**config.mk**
```make
export PLATFORM = sky130hd
export DESIGN_NAME = dispatch_packer_flat
export DESIGN_NICKNAME = d
export VERILOG_FILES = /design/src/rtl/dispatch_packer_pkg.sv /design/src/rtl/dispatch_packer_if.sv /design/src/rtl/dispatch_ring.sv /design/src/rtl/dispatch_packer.sv /design/src/flat_wrapper.sv
export SDC_FILE = /design/constraint.sdc
export NUM_CORES = 2
export LEC_CHECK = 0
export ABC_AREA = 1
export CAP_MARGIN = 20
export CORE_UTILIZATION = 48
export DETAILED_ROUTE_END_ITERATION = 7
export MAX_ROUTING_LAYER = met4
export PLACE_DENSITY = 0.63
export REMOVE_ABC_BUFFERS = 1
export SLEW_MARGIN = 40
export SYNTH_ARGS = -nofsm -noshare
export SYNTH_HDL_FRONTEND = slang
export SYNTH_SLANG_ARGS = --single-unit
```
**constraint.sdc**
```tcl
create_clock -name i_clk -period 5.3 [get_ports i_clk]
set_clock_uncertainty 0.1 [all_clocks]
set_input_delay 1.59 -clock i_clk [delete_from_list [all_inputs] [get_ports i_clk]]
set_output_delay 1.59 -clock i_clk [all_outputs]
set_load 0.05 [all_outputs]
```
**src/rtl/dispatch_packer_pkg.sv**
```systemverilog
// Shared definitions for the dispatch packer: uop field layout, default sizing
// and the branch-kill match used against buffered and incoming uops.
package dispatch_packer_pkg;

  localparam int unsigned OPC_W          = 7;
  localparam int unsigned LANES          = 4;
  localparam int unsigned DEF_DEPTH      = 16;
  localparam int unsigned DEF_WIDTH_REG  = 5;
  localparam int unsigned DEF_WIDTH_TAG  = 5;
  localparam int unsigned DEF_WIDTH_BRM  = 3;
  localparam int unsigned DEF_MAX_WAIT   = 3;

  function automatic int unsigned uop_width(input int unsigned w_brm, input int unsigned w_tag,
                                            input int unsigned w_reg);
    return OPC_W + w_brm + w_tag + 3 * w_reg + 3;
  endfunction

  // Layout from the top: opcode, branch mask, ROB tag, rs1, rs2, rd, 3 misc bits.
  function automatic int unsigned brm_lsb(input int unsigned width, input int unsigned w_brm);
    return width - OPC_W - w_brm;
  endfunction

  function automatic int unsigned tag_lsb(input int unsigned width, input int unsigned w_brm,
                                          input int unsigned w_tag);
    return brm_lsb(width, w_brm) - w_tag;
  endfunction

  localparam int unsigned DEF_WIDTH = uop_width(DEF_WIDTH_BRM, DEF_WIDTH_TAG, DEF_WIDTH_REG);
  localparam int unsigned OPC_MSB   = DEF_WIDTH - 1;
  localparam int unsigned BRM_LSB   = brm_lsb(DEF_WIDTH, DEF_WIDTH_BRM);
  localparam int unsigned TAG_LSB   = tag_lsb(DEF_WIDTH, DEF_WIDTH_BRM, DEF_WIDTH_TAG);
  localparam int unsigned RS1_LSB   = TAG_LSB - DEF_WIDTH_REG;
  localparam int unsigned RS2_LSB   = RS1_LSB - DEF_WIDTH_REG;
  localparam int unsigned RD_LSB    = RS2_LSB - DEF_WIDTH_REG;

  // Operands are zero-extended by the caller so any mask width shares one function.
  function automatic logic brm_hit(input logic [31:0] brm, input logic [31:0] kill);
    return |(brm & kill);
  endfunction

endpackage

```
**src/rtl/dispatch_packer_if.sv**
```systemverilog
// Rename-side and issue-side signals of the dispatch packer.
interface dispatch_packer_if
  import dispatch_packer_pkg::*;
#(
  parameter int unsigned WIDTH     = DEF_WIDTH,
  parameter int unsigned WIDTH_BRM = DEF_WIDTH_BRM,
  parameter int unsigned DEPTH     = DEF_DEPTH
);
  logic [WIDTH-1:0]         i_inst;
  logic                     i_valid;
  logic                     o_ready;
  logic [WIDTH_BRM-1:0]     i_BrKill;
  logic                     i_stall;
  logic [WIDTH-1:0]         o_inst1;
  logic [WIDTH-1:0]         o_inst2;
  logic [WIDTH-1:0]         o_inst3;
  logic [WIDTH-1:0]         o_inst4;
  logic                     o_en;
  logic [$clog2(DEPTH):0]   o_count;

  modport master (
    output i_inst, i_valid, i_BrKill, i_stall,
    input  o_ready, o_inst1, o_inst2, o_inst3, o_inst4, o_en, o_count
  );

  modport slave (
    input  i_inst, i_valid, i_BrKill, i_stall,
    output o_ready, o_inst1, o_inst2, o_inst3, o_inst4, o_en, o_count
  );
endinterface

```
**src/rtl/dispatch_ring.sv**
```systemverilog
// Circular uop store with per-entry valid bits, branch-kill clearing and a
// four-entry read window starting at rd_ptr (killed/invalid entries read as zero).
module dispatch_ring
  import dispatch_packer_pkg::*;
#(
  parameter int unsigned DEPTH     = DEF_DEPTH,
  parameter int unsigned WIDTH     = DEF_WIDTH,
  parameter int unsigned WIDTH_BRM = DEF_WIDTH_BRM
) (
  input  logic                            clk,
  input  logic                            rst,
  input  logic                            wr_en,
  input  logic [$clog2(DEPTH)-1:0]        wr_ptr,
  input  logic [WIDTH-1:0]                wr_data,
  input  logic [WIDTH_BRM-1:0]            kill,
  input  logic [$clog2(DEPTH)-1:0]        rd_ptr,
  output logic [LANES-1:0][WIDTH-1:0]     win_data
);
  localparam int unsigned PW     = $clog2(DEPTH);
  localparam int unsigned BRM_LO = brm_lsb(WIDTH, WIDTH_BRM);

  logic [WIDTH-1:0]           mem [DEPTH];
  logic [DEPTH-1:0]           vld;
  logic [DEPTH-1:0]           hit;
  logic                       wr_hit;
  logic [LANES-1:0][PW-1:0]   rd_idx;

  always_comb begin
    hit = '0;
    for (int unsigned i = 0; i < DEPTH; i++)
      hit[i] = brm_hit(32'(mem[i][BRM_LO +: WIDTH_BRM]), 32'(kill));
    wr_hit = brm_hit(32'(wr_data[BRM_LO +: WIDTH_BRM]), 32'(kill));
  end

  always_ff @(posedge clk) begin
    if (rst) begin
      for (int unsigned i = 0; i < DEPTH; i++) mem[i] <= '0;
      vld <= '0;
    end else begin
      vld <= vld & ~hit;
      if (wr_en) begin
        mem[wr_ptr] <= wr_data;
        vld[wr_ptr] <= ~wr_hit;
      end
    end
  end

  // Index arithmetic wraps naturally because DEPTH is a power of two.
  always_comb begin
    rd_idx   = '0;
    win_data = '0;
    for (int unsigned k = 0; k < LANES; k++) begin
      rd_idx[k] = rd_ptr + PW'(k);
      if (vld[rd_idx[k]] && !hit[rd_idx[k]]) win_data[k] = mem[rd_idx[k]];
    end
  end

endmodule

```
**src/rtl/dispatch_packer.sv**
```systemverilog
// Buffers renamed uops and issues them as registered four-lane groups, flushing
// partial groups after MAX_WAIT idle cycles and zeroing branch-killed uops.
module dispatch_packer
  import dispatch_packer_pkg::*;
#(
  parameter int unsigned DEPTH     = DEF_DEPTH,
  parameter int unsigned WIDTH_REG = DEF_WIDTH_REG,
  parameter int unsigned WIDTH_TAG = DEF_WIDTH_TAG,
  parameter int unsigned WIDTH_BRM = DEF_WIDTH_BRM,
  parameter int unsigned WIDTH     = uop_width(WIDTH_BRM, WIDTH_TAG, WIDTH_REG),
  parameter int unsigned MAX_WAIT  = DEF_MAX_WAIT
) (
  input  logic             i_clk,
  input  logic             i_rst,
  dispatch_packer_if.slave bus
);
  localparam int unsigned PW = $clog2(DEPTH);
  localparam int unsigned CW = PW + 1;
  localparam int unsigned WW = $clog2(MAX_WAIT + 1);
  localparam logic [WW-1:0] MAX_WAIT_W = WW'(MAX_WAIT);

  logic [PW-1:0]                rd_ptr, wr_ptr;
  logic [CW-1:0]                count;
  logic [WW-1:0]                wait_cnt;
  logic                         push, emit;
  logic [2:0]                   n_pop;
  logic [LANES-1:0][WIDTH-1:0]  win_data, lane_data;

  dispatch_ring #(
    .DEPTH     (DEPTH),
    .WIDTH     (WIDTH),
    .WIDTH_BRM (WIDTH_BRM)
  ) u_ring (
    .clk      (i_clk),
    .rst      (i_rst),
    .wr_en    (push),
    .wr_ptr   (wr_ptr),
    .wr_data  (bus.i_inst),
    .kill     (bus.i_BrKill),
    .rd_ptr   (rd_ptr),
    .win_data (win_data)
  );

  // Ready depends only on the registered count, so a full ring refuses a push even
  // in the cycle that pops a group.
  assign bus.o_ready = (count < CW'(DEPTH));
  assign bus.o_count = count;
  assign push        = bus.i_valid & bus.o_ready;

  always_comb begin
    emit = !bus.i_stall &&
           ((count >= CW'(LANES)) || ((count != '0) && (wait_cnt == MAX_WAIT_W)));
    n_pop = '0;
    if (emit) n_pop = (count >= CW'(LANES)) ? 3'd4 : count[2:0];
    lane_data = '0;
    for (int unsigned k = 0; k < LANES; k++)
      if (3'(k) < n_pop) lane_data[k] = win_data[k];
  end

  always_ff @(posedge i_clk) begin
    if (i_rst) begin
      rd_ptr      <= '0;
      wr_ptr      <= '0;
      count       <= '0;
      wait_cnt    <= '0;
      bus.o_en    <= 1'b0;
      bus.o_inst1 <= '0;
      bus.o_inst2 <= '0;
      bus.o_inst3 <= '0;
      bus.o_inst4 <= '0;
    end else begin
      wr_ptr <= wr_ptr + PW'(push);
      rd_ptr <= rd_ptr + PW'(n_pop);
      count  <= count + CW'(push) - CW'(n_pop);
      if (emit || count == '0)
        wait_cnt <= '0;
      else if (!bus.i_stall && count < CW'(LANES) && wait_cnt != MAX_WAIT_W)
        wait_cnt <= wait_cnt + 1'b1;
      bus.o_en    <= emit;
      bus.o_inst1 <= lane_data[0];
      bus.o_inst2 <= lane_data[1];
      bus.o_inst3 <= lane_data[2];
      bus.o_inst4 <= lane_data[3];
    end
  end

endmodule
```
**src/flat_wrapper.sv**
```systemverilog
// flat-port wrapper written by rule: the top's interface ports become plain ports
module dispatch_packer_flat import dispatch_packer_pkg::*;
#(
  parameter int unsigned DEPTH     = DEF_DEPTH,
  parameter int unsigned WIDTH_REG = DEF_WIDTH_REG,
  parameter int unsigned WIDTH_TAG = DEF_WIDTH_TAG,
  parameter int unsigned WIDTH_BRM = DEF_WIDTH_BRM,
  parameter int unsigned WIDTH     = uop_width(WIDTH_BRM, WIDTH_TAG, WIDTH_REG),
  parameter int unsigned MAX_WAIT  = DEF_MAX_WAIT
)
  (i_clk, i_rst, bus_i_inst, bus_i_valid, bus_i_BrKill, bus_i_stall, bus_o_ready, bus_o_inst1, bus_o_inst2, bus_o_inst3, bus_o_inst4, bus_o_en, bus_o_count);
  dispatch_packer_if #(.WIDTH(WIDTH), .WIDTH_BRM(WIDTH_BRM), .DEPTH(DEPTH)) bus_i ();
  input  logic i_clk;
  input  logic i_rst;
  input wire logic [$bits(bus_i.i_inst)-1:0] bus_i_inst;
  input wire logic [$bits(bus_i.i_valid)-1:0] bus_i_valid;
  input wire logic [$bits(bus_i.i_BrKill)-1:0] bus_i_BrKill;
  input wire logic [$bits(bus_i.i_stall)-1:0] bus_i_stall;
  output wire logic [$bits(bus_i.o_ready)-1:0] bus_o_ready;
  output wire logic [$bits(bus_i.o_inst1)-1:0] bus_o_inst1;
  output wire logic [$bits(bus_i.o_inst2)-1:0] bus_o_inst2;
  output wire logic [$bits(bus_i.o_inst3)-1:0] bus_o_inst3;
  output wire logic [$bits(bus_i.o_inst4)-1:0] bus_o_inst4;
  output wire logic [$bits(bus_i.o_en)-1:0] bus_o_en;
  output wire logic [$bits(bus_i.o_count)-1:0] bus_o_count;
  assign bus_i.i_inst = bus_i_inst;
  assign bus_i.i_valid = bus_i_valid;
  assign bus_i.i_BrKill = bus_i_BrKill;
  assign bus_i.i_stall = bus_i_stall;
  assign bus_o_ready = bus_i.o_ready;
  assign bus_o_inst1 = bus_i.o_inst1;
  assign bus_o_inst2 = bus_i.o_inst2;
  assign bus_o_inst3 = bus_i.o_inst3;
  assign bus_o_inst4 = bus_i.o_inst4;
  assign bus_o_en = bus_i.o_en;
  assign bus_o_count = bus_i.o_count;
  dispatch_packer #(.DEPTH(DEPTH), .WIDTH_REG(WIDTH_REG), .WIDTH_TAG(WIDTH_TAG), .WIDTH_BRM(WIDTH_BRM), .WIDTH(WIDTH), .MAX_WAIT(MAX_WAIT)) u_core (.i_clk(i_clk), .i_rst(i_rst), .bus(bus_i));
endmodule
```
After elaboration in Yosys (flattened, before gate mapping)
Memories as Yosys holds them, arrays and structs flattened. A register that Yosys moved wholly into a read port is not among the register bits.
Index checks and enable logic that the tools add are counted.
Storage, ports and cells
  output and inout bits: 139
  register bits after elaboration: 32
  memories kept: 1
  bits in writable memories: 528
Memory list
  u_core.u_ring.mem: words 16, bits a word 33, rd ports 20, clocked after Yosys merged registers in 4, wr ports 16, RTL line dispatch_ring.sv:22  | logic [WIDTH-1:0] mem [DEPTH];
Operators by class
  add/subtract/negate cells: 8
  order comparisons: 13
  muxes and demuxes: 30
  equality and inequality tests: 2
  bitwise logic cells: 29
  reduce and logical (&&, ||, !) cells: 41
Operators by type and width (number)
  $reduce_or A32 Y1: 17
  $and A3 B3 Y3: 17
  $mux W33: 1
  $reduce_or A33 Y1: 1
  $bmux W1 S4: 8
  $lt A4 B5 Y1 const B: 5
  $and A16 B16 Y16: 1
  $bwmux W16: 1
  $mux W16: 1
  $not A16 Y16: 1
  $mux W1: 15
  $reduce_or A3 Y1: 4
  $logic_and A1 B1 Y1: 9
  $not A1 Y1: 9
  $add A4 B2 Y4 const B: 2
  $lt A1 B3 Y1 const A: 2
  $lt A2 B3 Y1 const A: 2
  $mux W3: 2
  $add A5 B1 Y5: 1
  $ge A5 B3 Y1 const B: 1
  $logic_not A1 Y1: 5
  $logic_not A5 Y1: 1
  $lt A5 B3 Y1 const B: 1
  $lt A5 B5 Y1 const B: 1
  14 further kinds: 15

Logic depth before layout (Yosys ltp)
An unclocked memory read counts as a cell.
  word-level depth: 9
  gate-level depth with buffers: 18
  mapped depth without buffers: 18

By module
Synthesis repeated with hierarchy kept, for this count alone.
Second synthesis, totals
  cell total of the unflattened synthesis: 5488
  area, all modules: 41651.2 µm²
Modules (own cells, without submodules)
  dispatch_ring: cells each 4960, area each 36950.4 µm², times used 1
  dispatch_packer: cells each 528, area each 4700.8 µm², times used 1

Worst setup path after synthesis
OpenSTA, ideal clock, no wires.
  path kind: input port to flip-flop
  start: input bus_i_valid
  end: memory u_core.u_ring.mem[1][0] (netlist bit) (enable)
  data required time: 4.809 ns
  library setup time: 0.391 ns
  setup slack: 1.670 ns
  cell stages on the path: 4
  data arrival time: 3.139 ns
  cells stage by stage: nand2_1 > nor3_1 > nand4_1 > nand2_1
RTL lines
  start: declaration: RTL line flat_wrapper.sv:16  | input wire logic [$bits(bus_i.i_valid)-1:0] bus_i_valid;
  end: declaration: RTL line dispatch_ring.sv:22

Worst setup path in the final report
  start: register u_core.rd_ptr[2]
  end: register u_core.bus.o_inst3[4] (read register of u_core.u_ring.mem)
Between the ends
  longest elaborated chain between the ends: 7
  elaborated cells between the ends (all ways): 9
RTL lines
  start: declaration: RTL line dispatch_packer.sv:22  | logic [PW-1:0] rd_ptr, wr_ptr;
  start signal: assignment: RTL line dispatch_packer.sv:73  | rd_ptr <= rd_ptr + PW'(n_pop);
  $add A4 B2 Y4 *: RTL line dispatch_ring.sv:53  | rd_idx[k] = rd_ptr + PW'(k);
  $bmux W1 S4: RTL line dispatch_ring.sv:54  | if (vld[rd_idx[k]] && !hit[rd_idx[k]]) win_data[k] = mem[rd_idx[k]];
  $mux W1 (not written as such): RTL line dispatch_ring.sv:54
  $logic_not A1 Y1: RTL line dispatch_ring.sv:54
  $logic_and A1 B1 Y1: RTL line dispatch_ring.sv:54
  $not A1 Y1 (no line)
  $reduce_or A3 Y1 (no line)
  end: declaration: RTL line dispatch_packer_if.sv:28  | output o_ready, o_inst1, o_inst2, o_inst3, o_inst4, o_en, o_count
Every way passes the cells marked *; elsewhere a longest branch is shown, timed or not. The select of a mux whose other input is x is not followed.
A chain may end at the register's enable or synchronous reset.

==> impl_metrics.json <==
{
  "holdBufCountCts": 0,
  "slew_violations": 0,
  "synth-edff-count": 528,
  "fillers": 7522,
  "path_class": "register to register",
  "required_ns": 5.71,
  "synth_area_leaders": "edfxtp_1 40%, nand2_1 14%, o21ai_0 9.2%",
  "ys_warn_count": 0,
  "cp_num_buf_inv": 3,
  "core.rowCount": 104,
  "wl_met1_um": 56120,
  "power_density_nw_per_um2": 418.0,
  "io_pins": 179,
  "finalCritPeriodShare_pct": 77.07,
  "finalNonFillerCells": 6193,
  "synth.distinct_cells": 40,
  "io_buffers": 178,
  "tritoncts": "yes",
  "synth_top_area_share_pct": 40.02,
  "htreeDepth": 3,
  "crit_slowest_cell": "dfxtp_4",
  "layout.nets": 5123,
  "hpwl_um": 82110,
  "layout-drive-gt1-share_pct": 8.010,
  "path_cells": "ha_1, nor2_1, nor2_4, buf_4, clkinv_2, nand3_1, nand2_1, nand2_2, buf_4, nor2_1",
  "wl_met3_um": 17260,
  "cp_data_arrival_time_ns": 4.49,
  "cts_root_buf": "clkbuf_16",
  "drt_first_pass_iters": 7,
  "grt_max_degree": 192,
  "ir_drop_uv": 433.3,
  "track_usage_pct": 34.53,
  "cts_resized": 0,
  "grt_pass1_vias": 33410,
  "grt_pass1_wl_um": 208600,
  "synth_seq_area_share_pct": 48.31,
  "crit_family": "buffers and inverters",
  "period_minus_slack_ns": 4.085,
  "gp_congestion": 0.9252,
  "dieArea_sq_um": 83690,
  "cts_sinks": 692,
  "ys_ff_latch": 692,
  "rsz0062_at_grt": "no",
  "p_leak_uw": 0.01782,
  "dr_wl_met2_um": 62970,
  "fmax_ghz": 0.2448,
  "fin_ws_ns": 1.215,
  "numCtsBuffers": 79,
  "drt_wl_total_um": 142100,
  "status": "finished, final reports clean",
  "coreArea_sq_um": 81070,
  "clk_pin_slew_ns": 0.06,
  "fp.dieH_um": 289.3,
  "post_cts_buffers": 0,
  "worst_slew_pin_slew_ns": 0.9196,
  "start_util_pct": 48.87,
  "ant_nets": 0,
  "cap_violations": 0,
  "syn_avg_cell_area_sq_um": 7.712,
  "overflow": 0,
  "routedWlPerCell_um": 22.94,
  "die_w_um": 289.3,
  "synth_ff_type": "edfxtp_1",
  "maxSlewHeadroom_pct": 38.69,
  "holdCritPathClass": "register to register",
  "synth_common_cells": "1449 x nand2_1, 728 x o21ai_0, 657 x nor2_1",
  "antenna_found_initial": 1,
  "netlist_area_sq_um": 39620,
  "yosysTopAreaCell": "edfxtp_1",
  "final-hold-violation-count": 0,
  "ff_latch_area_sq_um": 19150,
  "slowest_delay_ns": 0.92,
  "postSynthCellCount": 5137,
  "finalSetupViolations": 0,
  "first_iter_violations": 4663,
  "vias_per_cell": 5.957,
  "multi_input_area_sq_um": 17880,
  "vias": 36890,
  "place_inst": 6041,
  "synth-async-reset-ratio_pct": 0,
  "path_max_fanout": 44,
  "top_layer_used": "met4",
  "crit_path_start_kind": "register",
  "critPathCaptureType": "register",
  "cts_buffer_depth": 3,
  "finalPower_uw": 18660,
  "insertion_delay_ns": 0.65,
  "place_ws_ns": 0.8252,
  "synth_most_common_cell": "nand2_1",
  "area_growth_syn_to_layout_pct": 12.69,
  "drc": 0
}
==> cells by family after synthesis <==
logic type / after synthesis / share of synthesized area (%)
AND/OR/NAND/NOR: 2528 / 25.87
flip-flops: 692 / 48.31
multiplexers: 140 / 3.537
XOR/XNOR: 7 / 0.2116
adder cells (fa/ha/maj): 19 / 0.6380
buffers and inverters: 665 / 7.030
AO/OA/AOI/OAI: 1086 / 14.40
==> stage by stage <==
stage	instance area (sq um)	TNS, ns	util (%)	hold slack, ns
2_1_floorplan	37780	-2962.29	-	0.3428
3_3_place_gp	41920	0	51.71	0.3588
3_5_place_dp	41970	0	51.77	0.3624
4_1_cts	44570	0	54.98	0.3690
5_1_grt	44640	0	55.07	0.4259
6_report	44640	0	55.07	0.3663
==> flip-flops by register name, summed over array words and instances (netlist names) <==
name	count
u_core.wr_ptr	4
u_core.bus.o_inst1	33
u_core.wait_cnt	2
u_core.rd_ptr	4
u_core.bus.o_inst2	33
u_core.bus.o_count	5
u_core.bus.o_inst4	33
u_core.u_ring.mem	528
u_core.bus.o_inst3	33
u_core.bus.o_en	1
u_core.u_ring.vld	16
==> layer usage <==
layer  up-vias  GRT usage [%]
li1      16920              -
met1     17380          45.52
met2      2210          51.76
met3       385          7.268
met4         0          13.72
met5         -              -
==> worst min-delay path, cell delays in order, from the launching register on <==
cell and delay, ns:
dfxtp_1 0.31, nand2_1 0.06, a21oi_1 0.05
==> where the power goes <==
group / leakage, uW / switching (uW) / total, uW / internal, uW
Clock: 0.00128 / 2360 / 5530 / 3170
Sequential: 0.00679 / 245 / 6390 / 6140
Combinational: 0.00975 / 4880 / 6750 / 1870
Total: 0.0178 / 7490 / 18700 / 11200
==> final timing paths <==
check | slack, ns | from | end | cells past startpoint
worst min register to register | 0.37 | u_core.wait_cnt[1] | u_core.wait_cnt[1] | 2
worst max register to register | 1.22 | u_core.rd_ptr[2] | u_core.bus.o_inst3[4] | 10
worst min-delay path | 0.37 | u_core.wait_cnt[1] | u_core.wait_cnt[1] | 2
worst max-delay path | 1.22 | u_core.rd_ptr[2] | u_core.bus.o_inst3[4] | 10
==> layout make-up <==
cell class | count | area share [%]
Sequential cell | 692 | 42.90
Multi-Input combinational cell | 3780 | 40.05
Timing Repair Buffer | 259 | 6.065
Clock buffer | 107 | 5.067
Tap cell | 1060 | 2.971
Inverter | 252 | 2.169
Clock inverter | 41 | 0.7707
Antenna cell | 2 | 0.01121
==> cell usage in the layout (no fill, tap or decap), types with 4 or more instances in the layout <==
master	count
o32ai_1	16
o22ai_1	10
nand3_2	11
clkdlybuf4s50_1	178
o21ai_0	727
nor2_1	656
inv_2	8
dfxtp_1	160
nand4_1	8
o21ai_1	97
and2_0	4
clkinv_1	12
a21oi_1	156
nor2_2	30
or2_2	118
o31ai_1	14
o211ai_1	62
nand2_2	17
clkbuf_1	13
buf_4	52
nand3_1	241
buf_6	6
edfxtp_1	528
ha_1	15
clkbuf_16	83
inv_1	237
mux2i_1	140
clkinv_2	17
nand2_1	1431
buf_12	22
clkinvlp_4	5
clkbuf_8	9
Power figures use the tool's default switching activity.
